$ cat config.mk
export PLATFORM = sky130hd
export DESIGN_NAME = dr_seq_flat
export DESIGN_NICKNAME = d
export VERILOG_FILES = /design/src/rtl/dr_pkg.sv /design/src/rtl/dr_seq_if.sv /design/src/rtl/dr_sel_gen.sv /design/src/rtl/dr_seq.sv /design/src/flat_wrapper.sv
export SDC_FILE = /design/constraint.sdc
export NUM_CORES = 1
export LEC_CHECK = 0
export BUFFER_PORTS_ARGS = -buffer_cell sky130_fd_sc_hd__buf_2
export CORE_MARGIN = 2
export CORE_UTILIZATION = 41
export CTS_CLUSTER_SIZE = 20
export DETAILED_ROUTE_END_ITERATION = 10
export PLACE_DENSITY = 0.72
export REMOVE_ABC_BUFFERS = 1
export SLEW_MARGIN = 15
export SYNTH_ARGS = -nofsm -noshare
export SYNTH_HDL_FRONTEND = slang
export SYNTH_SLANG_ARGS = --single-unit
$ cat constraint.sdc
create_clock -name clk -period 1.07 [get_ports clk]
set_input_delay 0.107 -clock clk [delete_from_list [all_inputs] [get_ports clk]]
set_output_delay 0.107 -clock clk [all_outputs]
set_load 0.02 [all_outputs]
$ cat src/rtl/dr_pkg.sv
// dr_pkg: shared frame constants, sequencer states and the dr select pattern
package dr_pkg;
    localparam int FRAME_LEN = 16;
    localparam int SLOT_W = 4;
    typedef enum logic [1:0] {IDLE, RUN, FLUSH} state_t;
    function automatic logic [1:0] dr_sel(input logic [SLOT_W-1:0] i);
        return {~(i[3] ^ i[0]), ~(i[2] ^ i[1])};
    endfunction
endpackage

$ cat src/rtl/dr_seq_if.sv
// dr_seq_if: valid/ready sample stream feeding the dr sequencer
interface dr_seq_if #(parameter int N = 8);
    logic in_valid;
    logic in_ready;
    logic [N-1:0] in_data;
    modport master(output in_valid, in_data, input in_ready);
    modport slave(input in_valid, in_data, output in_ready);
endinterface

$ cat src/rtl/dr_sel_gen.sv
// dr_sel_gen: slot counter and registered dr select lines, free-running while enabled
module dr_sel_gen import dr_pkg::*; (
    input  logic              clk,
    input  logic              clear,
    input  logic              en,
    output logic [SLOT_W-1:0] i,
    output logic              s0,
    output logic              s1
);
    always_ff @(posedge clk)
        if (clear || !en) begin
            i <= '0;
            {s0, s1} <= 2'b00;
        end else begin
            i <= i + 1'b1;
            {s0, s1} <= dr_sel(i);
        end
endmodule

$ cat src/rtl/dr_seq.sv
// dr_seq: frames a sample stream into 16-slot blocks for dr, then flushes dr's pipeline
module dr_seq import dr_pkg::*; #(
    parameter int N = 8,
    parameter int DR_LAT = 3
) (
    input  logic         clk,
    input  logic         clear,
    input  logic         start,
    dr_seq_if.slave      src,
    output logic [N-1:0] d,
    output logic         s0,
    output logic         s1,
    output logic         busy,
    output logic         frame_done,
    output logic         underrun
);
    localparam int FW = $clog2(DR_LAT + 1);
    localparam logic [FW-1:0] FLAST = FW'(DR_LAT - 1);
    state_t state;
    logic [FW-1:0] f;
    logic [SLOT_W-1:0] i;
    assign src.in_ready = state == RUN;
    assign busy = state != IDLE;
    dr_sel_gen u_sel (.clk(clk), .clear(clear), .en(busy), .i(i), .s0(s0), .s1(s1));
    // frame_done is raised one cycle early so it is high during the last flush cycle
    always_ff @(posedge clk)
        if (clear) begin
            state <= IDLE;
            f <= '0;
            d <= '0;
            frame_done <= 1'b0;
            underrun <= 1'b0;
        end else begin
            d <= '0;
            frame_done <= 1'b0;
            case (state)
                IDLE: begin
                    f <= '0;
                    if (start) begin
                        state <= RUN;
                        underrun <= 1'b0;
                    end
                end
                RUN: begin
                    d <= src.in_valid ? src.in_data : '0;
                    if (!src.in_valid) underrun <= 1'b1;
                    if (i == SLOT_W'(FRAME_LEN - 1)) begin
                        state <= FLUSH;
                        f <= '0;
                        frame_done <= FLAST == '0;
                    end
                end
                FLUSH:
                    if (f == FLAST) begin
                        state <= IDLE;
                        f <= '0;
                    end else begin
                        f <= f + 1'b1;
                        frame_done <= f + 1'b1 == FLAST;
                    end
                default: state <= IDLE;
            endcase
        end
endmodule

$ cat src/flat_wrapper.sv
// flat-port wrapper written by rule: the top's interface ports become plain ports
module dr_seq_flat import dr_pkg::*;
#(
    parameter int N = 8,
    parameter int DR_LAT = 3
)
  (clk, clear, start, d, s0, s1, busy, frame_done, underrun, src_in_valid, src_in_data, src_in_ready);
  dr_seq_if #(.N(N)) src_i ();
  input  logic clk;
  input  logic clear;
  input  logic start;
  output logic [N-1:0] d;
  output logic s0;
  output logic s1;
  output logic busy;
  output logic frame_done;
  output logic underrun;
  input wire logic [$bits(src_i.in_valid)-1:0] src_in_valid;
  input wire logic [$bits(src_i.in_data)-1:0] src_in_data;
  output wire logic [$bits(src_i.in_ready)-1:0] src_in_ready;
  assign src_i.in_valid = src_in_valid;
  assign src_i.in_data = src_in_data;
  assign src_in_ready = src_i.in_ready;
  dr_seq #(.N(N), .DR_LAT(DR_LAT)) u_core (.clk(clk), .clear(clear), .start(start), .src(src_i), .d(d), .s0(s0), .s1(s1), .busy(busy), .frame_done(frame_done), .underrun(underrun));
endmodule
# Word-level counts from Yosys, hierarchy flattened
# Cells that the tools add are included.
[word_totals] elab_cells=47 regBits=20 out_inout_bits=14 in_bits=12
[classes] n_addsub=2 n_eq_ne=9 bitwise_logic=7 n_reduce_logical=11 muxes=10
[ops] op="case mux 2 bit (3 select lines)" n=2
[ops] op="2-to-1 mux 2 bit" n=5
[ops] op="== test 2 bit (second input constant)" n=3
[ops] op="AND reduction 3 bit" n=2
[ops] op="OR reduction 3 bit" n=2
[ops] op="inverter 1 bit" n=5
[ops] op="adder 4 x 1 -> 4 bit (second input constant)" n=1
[ops] op="== test 4 bit (second input constant)" n=1
[ops] op="!= test 2 x 1 -> 1 bit (second input constant)" n=2
[ops] op="!= test 2 bit (second input constant)" n=2
[ops] op="nonzero test 2 bit" n=2
[ops] op="nonzero test 3 bit" n=1
[ops] op="adder 2 x 1 -> 2 bit (second input constant)" n=1
[ops] op="== test 2 x 1 -> 1 bit (second input constant)" n=1
[ops] op="logical NOT 2 bit" n=1
[ops] op="2-to-1 mux 1 bit" n=2
[ops] op="case mux 1 bit (2 select lines)" n=1
[ops] op="AND reduction 2 bit" n=1
[ops] op="XOR 1 bit" n=2
[ops] op="logical NOT 1 bit" n=1
[ops] op="logical OR 1 bit" n=1

# Longest topological paths before layout
# Gate-level depths: netlist of run 1.
[logic_depth] word_depth=3 ltp_mapped=5 mapped_depth_nobuf=4

# By module
# Synthesis of run 1 repeated with hierarchy kept, for this count alone.
[hier_totals] hier_cells=68 area_unflattened_um2=708.2
[by_module_without_submodules] mod="dr_seq" cells_per_inst=48 instances=1 area_per_inst_um2=490.5 seq_area_each_um2=280.3
[by_module_without_submodules] mod="dr_sel_gen" cells_per_inst=20 instances=1 area_per_inst_um2=217.7 seq_area_each_um2=120.1

# Least setup slack after synthesis of run 1
# Ideal clock, no wire load.
[synth_path] path_kind="reg2reg" start="reg u_core.state[0]" end="reg u_core.d[0]" period_less_slack_ps=1142 path_stages_with_launch=5 arrival_ps=1027 path_slack_ps=-72 setup_time_ps=115 path_buffers=1 required_time_ps=955 path_cell_list="dfxtp_1 > buf_4 > and2b_2 > and3b_1 > and2_1"
[synth_via] elab_chain_len=3
[synth_lines] element="start: declaration" line="dr_seq.sv:19" source="state_t state;"
[synth_lines] element="start signal: assignment" line="dr_seq.sv:28" source="state <= IDLE;"
[synth_lines] element="start signal: assignment" line="dr_seq.sv:40" source="state <= RUN;"
[synth_lines] element="start signal: assignment" line="dr_seq.sv:48" source="state <= FLUSH;"
[synth_lines] element="== test 2 x 1 -> 1 bit"
[synth_lines] element="via src_in_ready" line="flat_wrapper.sv:20" source="output wire logic [$bits(src_i.in_ready)-1:0] src_in_ready;"
[synth_lines] element="inverter 1 bit (no line)"
[synth_lines] element="OR reduction 3 bit (no line)"
[synth_lines] element="end signal: assignment" line="dr_seq.sv:45" source="d <= src.in_valid ? src.in_data : '0;"
[synth_lines] element="end: declaration" line="dr_seq.sv:10" source="output logic [N-1:0] d,"
# The timed path passes the listed nets, and every way through them passes these cells.
# A chain may end at the register's enable or synchronous reset.

# Worst setup path after layout of run 1
[layout_path] start="reg u_core.state[1]" end="out src_in_ready"
[layout_via] elab_chain_len=1
[layout_lines] element="== test 2 x 1 -> 1 bit" line="dr_seq.sv:22" source="assign src.in_ready = state == RUN;"
[layout_lines] element="end: declaration" line="flat_wrapper.sv:20"
# Every way passes these cells.

==> results of run 1 <==
## synthesized netlist by cell type
library cell	instances	area [um^2]
dfxtp_1	20	400
nor2_1	11	41.3
and2_1	8	50.1
nand3b_1	3	22.5
ha_1	2	25.0
inv_1	2	7.51
xor2_1	2	17.5
a2111oi_0	1	8.76
a21oi_1	1	5.00
and2b_2	1	8.76
and3b_1	1	8.76
buf_4	1	7.51
clkbuf_1	1	3.75
mux2i_1	1	10.0
nand2_1	1	3.75
nand2b_1	1	6.26
nand3_1	1	5.00
nand4_1	1	6.26
nor3_1	1	5.00
nor3b_2	1	12.5
o21bai_1	1	7.51
o32ai_1	1	8.76
or2_2	1	6.26
or3b_1	1	8.76
xnor2_1	1	8.76
## metrics by stage
step	cell area (um^2)	hold WS (ps)	setup slack, ps	util
2_1_floorplan	684	176	-71.5	-
3_3_place_gp	890	309	-7.52	0.577
3_5_place_dp	890	310	-42.4	0.577
4_1_cts	1030	0.923	-147	0.666
5_1_grt	1090	1.60	-199	0.707
6_report	1090	-0.617	-167	0.707
## final cells by class
type	instances	area [um^2]	share of cell area
Tap cell	16	20.0	0.0184
Sequential cell	20	405	0.372
Timing Repair Buffer	43	288	0.264
Multi-Input combinational cell	42	317	0.290
Clock buffer	3	22.5	0.0207
Clock inverter	1	30.0	0.0276
Inverter	2	7.51	0.00689
## how the worst max path moves through the flow
stage / slack, ps / from / to / depth (start not counted)
2_1_floorplan: -70 / u_core.state[1] / u_core.d[0] / 3
3_3_place_gp: -8 / u_core.state[0] / u_core.f[1] / 3
3_5_place_dp: -40 / u_core.state[0] / u_core.f[1] / 3
4_1_cts: -150 / u_core.state[1] / src_in_ready / 3
5_1_grt: -200 / u_core.state[1] / busy / 4
6_report: -170 / u_core.state[1] / src_in_ready / 3
## critical path, cell delays in order (launching register included)
cell and delay, ps:
dfxtp_2 360, and2b_2 240, buf_6 120, buf_6 120
## power by group
group | total, W | switching, W | internal (W)
clock network | 0.000608 | 0.000230 | 0.000379
registers | 0.000770 | 0.00000865 | 0.000762
logic | 0.000171 | 0.0000764 | 0.0000943
total | 0.00155 | 0.000315 | 0.00123
## routing by layer
metal	part of all wire	routed length (um)	track usage
met1	0.44	627	0.158
met2	0.45	633	0.251
met3	0.069	97	0.0440
met4	0.040	57	0.0882
met5	0	0	0
## state kept, by name (all words and copies together) (netlist names)
register / count
u_core.f: 2
u_core.state: 2
u_core.u_sel.s0: 1
u_core.frame_done: 1
u_core.u_sel.i: 4
u_core.underrun: 1
u_core.d: 8
u_core.u_sel.s1: 1
## kinds of logic (layout without fill, tap and decap cells)
kind of cell | after synthesis | in the layout | synth area share
flip-flops | 20 | 20 | 0.576
multiplexers | 1 | 1 | 0.0144
adder cells (fa/ha/maj) | 2 | 2 | 0.0360
buffers and inverters | 4 | 49 | 0.0270
AND/OR/NAND/NOR | 32 | 32 | 0.266
XOR/XNOR | 3 | 3 | 0.0378
AO/OA/AOI/OAI | 4 | 4 | 0.0432
## cell usage in the layout, fill, tap and decap left out, types with 2 or more instances in the layout
cell type / netlist / routed
and2_1: 8 / 2
and2_4: 0 / 6
buf_2: 0 / 24
buf_4: 1 / 10
buf_6: 0 / 2
clkbuf_4: 0 / 3
dfxtp_1: 20 / 18
dlygate4sd3_1: 0 / 7
ha_1: 2 / 2
inv_1: 2 / 2
nand3b_1: 3 / 3
nor2_1: 11 / 8
nor2_4: 0 / 2
xor2_1: 2 / 2
## timing repair
| action | in CTS | in global routing |
|---|---|---|
| gates cloned | 0 | 0 |
| endpoints found under the setup margin | 13 | 14 |
| endpoints found under the hold margin | 6 | 1 |
| buffers inserted | 1 | 3 |
| resized for setup | 7 | 13 |
| pin swaps | 1 | 11 |
| hold buffers | 6 | 1 |
==> flow_summary.toml, run 1 <==
[run_status]
status = "finished with violations"
violations = "negative hold slack, negative setup slack"

[setup_path]
rr_endpoint = "u_core.d[4]"
worstReg2RegStart = "u_core.state[1]"
critPathLaunchType = "flip-flop"
end_kind = "output port"
cp.required_ps = 960
crit_fanout = 4
reg2reg_depth = 4
cp.arrival_ps = 1130
r2r_setup_slack_ps = -140
critical_path_class = "flip-flop to output port"

[placement]
placed_cells = 113
dp_hpwl_um = 872
numPortBuffers = 25
gp_congestion = 0.723

[finish]
drive_gt1_frac = 0.505
fin_nets = 126
n_antenna_cell = 0
fill_cells = 131
synthToLayoutAreaGrowth_pct = 56.7
final_cells = 127

[clock_tree]
clockBufferDepth = 2
tritoncts = "built"
clk_latency_ps = 300
cts_buffers = 3
cts_root_buffer = "clkbuf_4"
cts_sinks = 20
cts_htree_levels = 1
clk_pin_slew_ps = 110

[grt]
grt.total_usage = 0.147
grt_overflow = 0
antenna_found_initial = 0
grt_pass1_vias = 503
grt_start_max_net_pins = 13
grt_pass1_wl_um = 2070

[floorplan]
die_y_um = 45.2
placementRows = 14
core_area_mm2 = 0.00154
io-pin-count = 26
start_util = 0.451
die_w_um = 45.2
dieArea_mm2 = 0.00204

[timing]
setup_tns_ps = -1470
hold_violations = 1
maxSlewViolCount = 0
worst-slew-pin-transition_ps = 245
setup_viol_count_final = 11
holdWs_ps = -0.617
setup_ws_ps = -167
max_freq_mhz = 809
rsz0062_at_grt = "true"
post-route-period-util = 1.16
finalCriticalPeriod_ps = 1240
max_slew_margin = 0.836
fin_skew_ps = 6.69

[hold_path]
min_from = "src_in_data[1]"
hold_end = "u_core.d[1]"
hold_depth = 2
hp-class = "input port to flip-flop"

[detailed_routing]
wl_per_cell_um = 11.1
final_antenna_net_count = 0
routed_wl_um = 1420
vias = 597
routed_via_density = 4.70
post-route-drc-count = 0
first_pass_iters = 4
dr.first_iter.drc_count = 1

[power]
p_leak_nw = 0.530
ir_drop_mv = 1.04
power_w = 0.00155
power-per-cell-area_mw_per_mm2 = 1420

[logic_synthesis]
synthDistinctLibCells = 25
synth_seq_area_share = 0.576
ys_ff_latch = 20
synthCells = 66
yosys_warnings = 0
syn-mean-instance-area_um2 = 10.5
synth.cell_area_um2 = 696

[run]
maxCapViolations = 0
(Power assumes the default switching activity.)
==> run 2, diff against run 1 <==
--- a/config.mk
+++ b/config.mk
@@ -7,10 +7,11 @@
 export LEC_CHECK = 0
 export BUFFER_PORTS_ARGS = -buffer_cell sky130_fd_sc_hd__buf_2
 export CORE_MARGIN = 2
-export CORE_UTILIZATION = 41
+export CORE_UTILIZATION = 44
+export CTS_BUF_LIST = sky130_fd_sc_hd__clkbuf_4
 export CTS_CLUSTER_SIZE = 20
 export DETAILED_ROUTE_END_ITERATION = 10
-export PLACE_DENSITY = 0.72
+export PLACE_DENSITY = 0.77
 export REMOVE_ABC_BUFFERS = 1
 export SLEW_MARGIN = 15
 export SYNTH_ARGS = -nofsm -noshare
==> flow_summary.toml, run 2 (same netlist as run 1, synthesis figures left out) <==
[setup_path]
crit_path_top_delay_cell = "dfxtp_4"
rr_endpoint = "u_core.f[1]"
end_kind = "output port"
slowest_delay_ps = 380
cp.required_ps = 960
crit_chain = "and2b_2 -> buf_6 -> buf_6"
crit_top_cell = "buf_6"
worstReg2RegStart = "u_core.state[1]"
r2r_setup_slack_ps = -90
reg2reg_depth = 3
critical_path_class = "flip-flop to output port"
cp.arrival_ps = 1120
critPathLaunchType = "flip-flop"
crit_fanout = 5

[finish]
synthToLayoutAreaGrowth_pct = 41.5
regArea_um2 = 407
largest-register = "u_core.d"
final_cells = 117
n_antenna_cell = 0
drive_gt1_frac = 0.545
fill_cells = 119
largest_reg_flops = 8
final_util = 0.661
final_common_cell = "buf_2"
fin_nets = 117
final_cell_mix = "24 x buf_2, 17 x dfxtp_1, 9 x nor2_1"
multi_input_area_um2 = 325
reg_top3 = "u_core.d (8), u_core.u_sel.i (4)"
fin_area_um2 = 985

[power]
swShare = 0.222
ir_drop_mv = 0.931
pwr-share-clk = 0.265
p_switching_w = 0.000273
p_leak_nw = 0.474
pwr-share-comb = 0.110
power_frac_seq = 0.625
internal_power_w = 0.000960
power-per-cell-area_mw_per_mm2 = 1250

[clock_tree]
cts_htree_levels = 1
clk_latency_ps = 280
clk_pin_slew_ps = 100
cts_buffers = 3
clockBufferDepth = 2
cts_root_buffer = "clkbuf_4"
tritoncts = "built"
cts_sinks = 20

[floorplan]
die_w_um = 43.8
start_util = 0.467
die_y_um = 43.8
io-pin-count = 26
placementRows = 14
core_area_mm2 = 0.00149
dieArea_mm2 = 0.00191

[grt]
antenna_found_initial = 0
grt_start_max_net_pins = 11
grt_pass1_vias = 487
grt_pass1_wl_um = 1950
grt.total_usage = 0.142
grt_overflow = 0

[timing]
worst-slew-pin-transition_ps = 273
finalCriticalPeriod_ps = 1220
hold_violations = 0
rsz0062_at_grt = "true"
holdWs_ps = 16.7
setup_ws_ps = -154
fin_skew_ps = 2.58
setup_tns_ps = -389
post-route-period-util = 1.14
max_freq_mhz = 817
setup_viol_count_final = 11
maxSlewViolCount = 0
max_slew_margin = 0.817

[detailed_routing]
routed_wl_um = 1200
first_pass_iters = 4
routed_via_density = 4.66
final_antenna_net_count = 0
dr.first_iter.drc_count = 6
wl_per_cell_um = 10.3
post-route-drc-count = 0
vias = 545

[hold_path]
hp-class = "input port to flip-flop"
min_from = "src_in_data[1]"
hold_end = "u_core.d[1]"
hold_depth = 2

[placement]
dp_hpwl_um = 885
placed_area_um2 = 882
numPortBuffers = 25
placed_cells = 112
gp_congestion = 0.743

[run_status]
violations = "negative setup slack"
status = "finished with violations"

[run]
maxCapViolations = 0
## run 2: layer usage
layer / up-vias / part of all wire / global-route usage
li1: 287 / - / -
met1: 238 / 0.49 / 0.177
met2: 18 / 0.44 / 0.206
met3: 2 / 0.056 / 0.0500
met4: 0 / 0.011 / 0.0909
met5: - / 0 / 0
## run 2: area by class of cell
class / count / area share
well taps: 16 / 0.0203
inverters: 2 / 0.00762
flip-flops and latches: 20 / 0.413
clock buffers: 3 / 0.0229
repair buffers: 34 / 0.206
multi-input cells: 42 / 0.330
## run 2: worst max path at each step
stage / from / end / cells after the start / slack [ps]
floorplan: u_core.state[1] / u_core.d[0] / 3 / -70
global placement: u_core.state[1] / u_core.f[1] / 3 / -70
detailed placement: u_core.state[1] / u_core.f[1] / 3 / -110
CTS: u_core.state[1] / src_in_ready / 3 / -160
global route: u_core.state[1] / src_in_ready / 3 / -200
finish: u_core.state[1] / src_in_ready / 3 / -150
## run 2: stage by stage
step / power (W) / worst slack (ps)
after floorplan: 0.000844 / -71.5
after global placement: 0.000902 / -72.2
after detailed placement: 0.000904 / -112
after CTS: 0.00124 / -156
after global routing: 0.00129 / -202
final: 0.00123 / -154
## run 2: critical path, delay by kind of cell, from the launching register on
family	cells	cell delay [ps]
AND/OR/NAND/NOR	1	220
buffers and inverters	2	240
flip-flops	1	380
## run 2: repair_timing
action                     4_1_cts  5_1_grt
hold buffers                     0        0
pin swaps                        9        3
setup buffers                    1        1
cloned                           0        0
setup endpoints to repair       14       22
gates resized for setup          7       14
## run 2: power by group through the flow
stage,combinational (W),clock [W],sequential (W)
2_1_floorplan,0.0000380,0,0.000806
3_3_place_gp,0.000115,0,0.000787
3_5_place_dp,0.000116,0,0.000787
4_1_cts,0.000127,0.000341,0.000770
5_1_grt,0.000147,0.000366,0.000774
6_report,0.000136,0.000327,0.000770
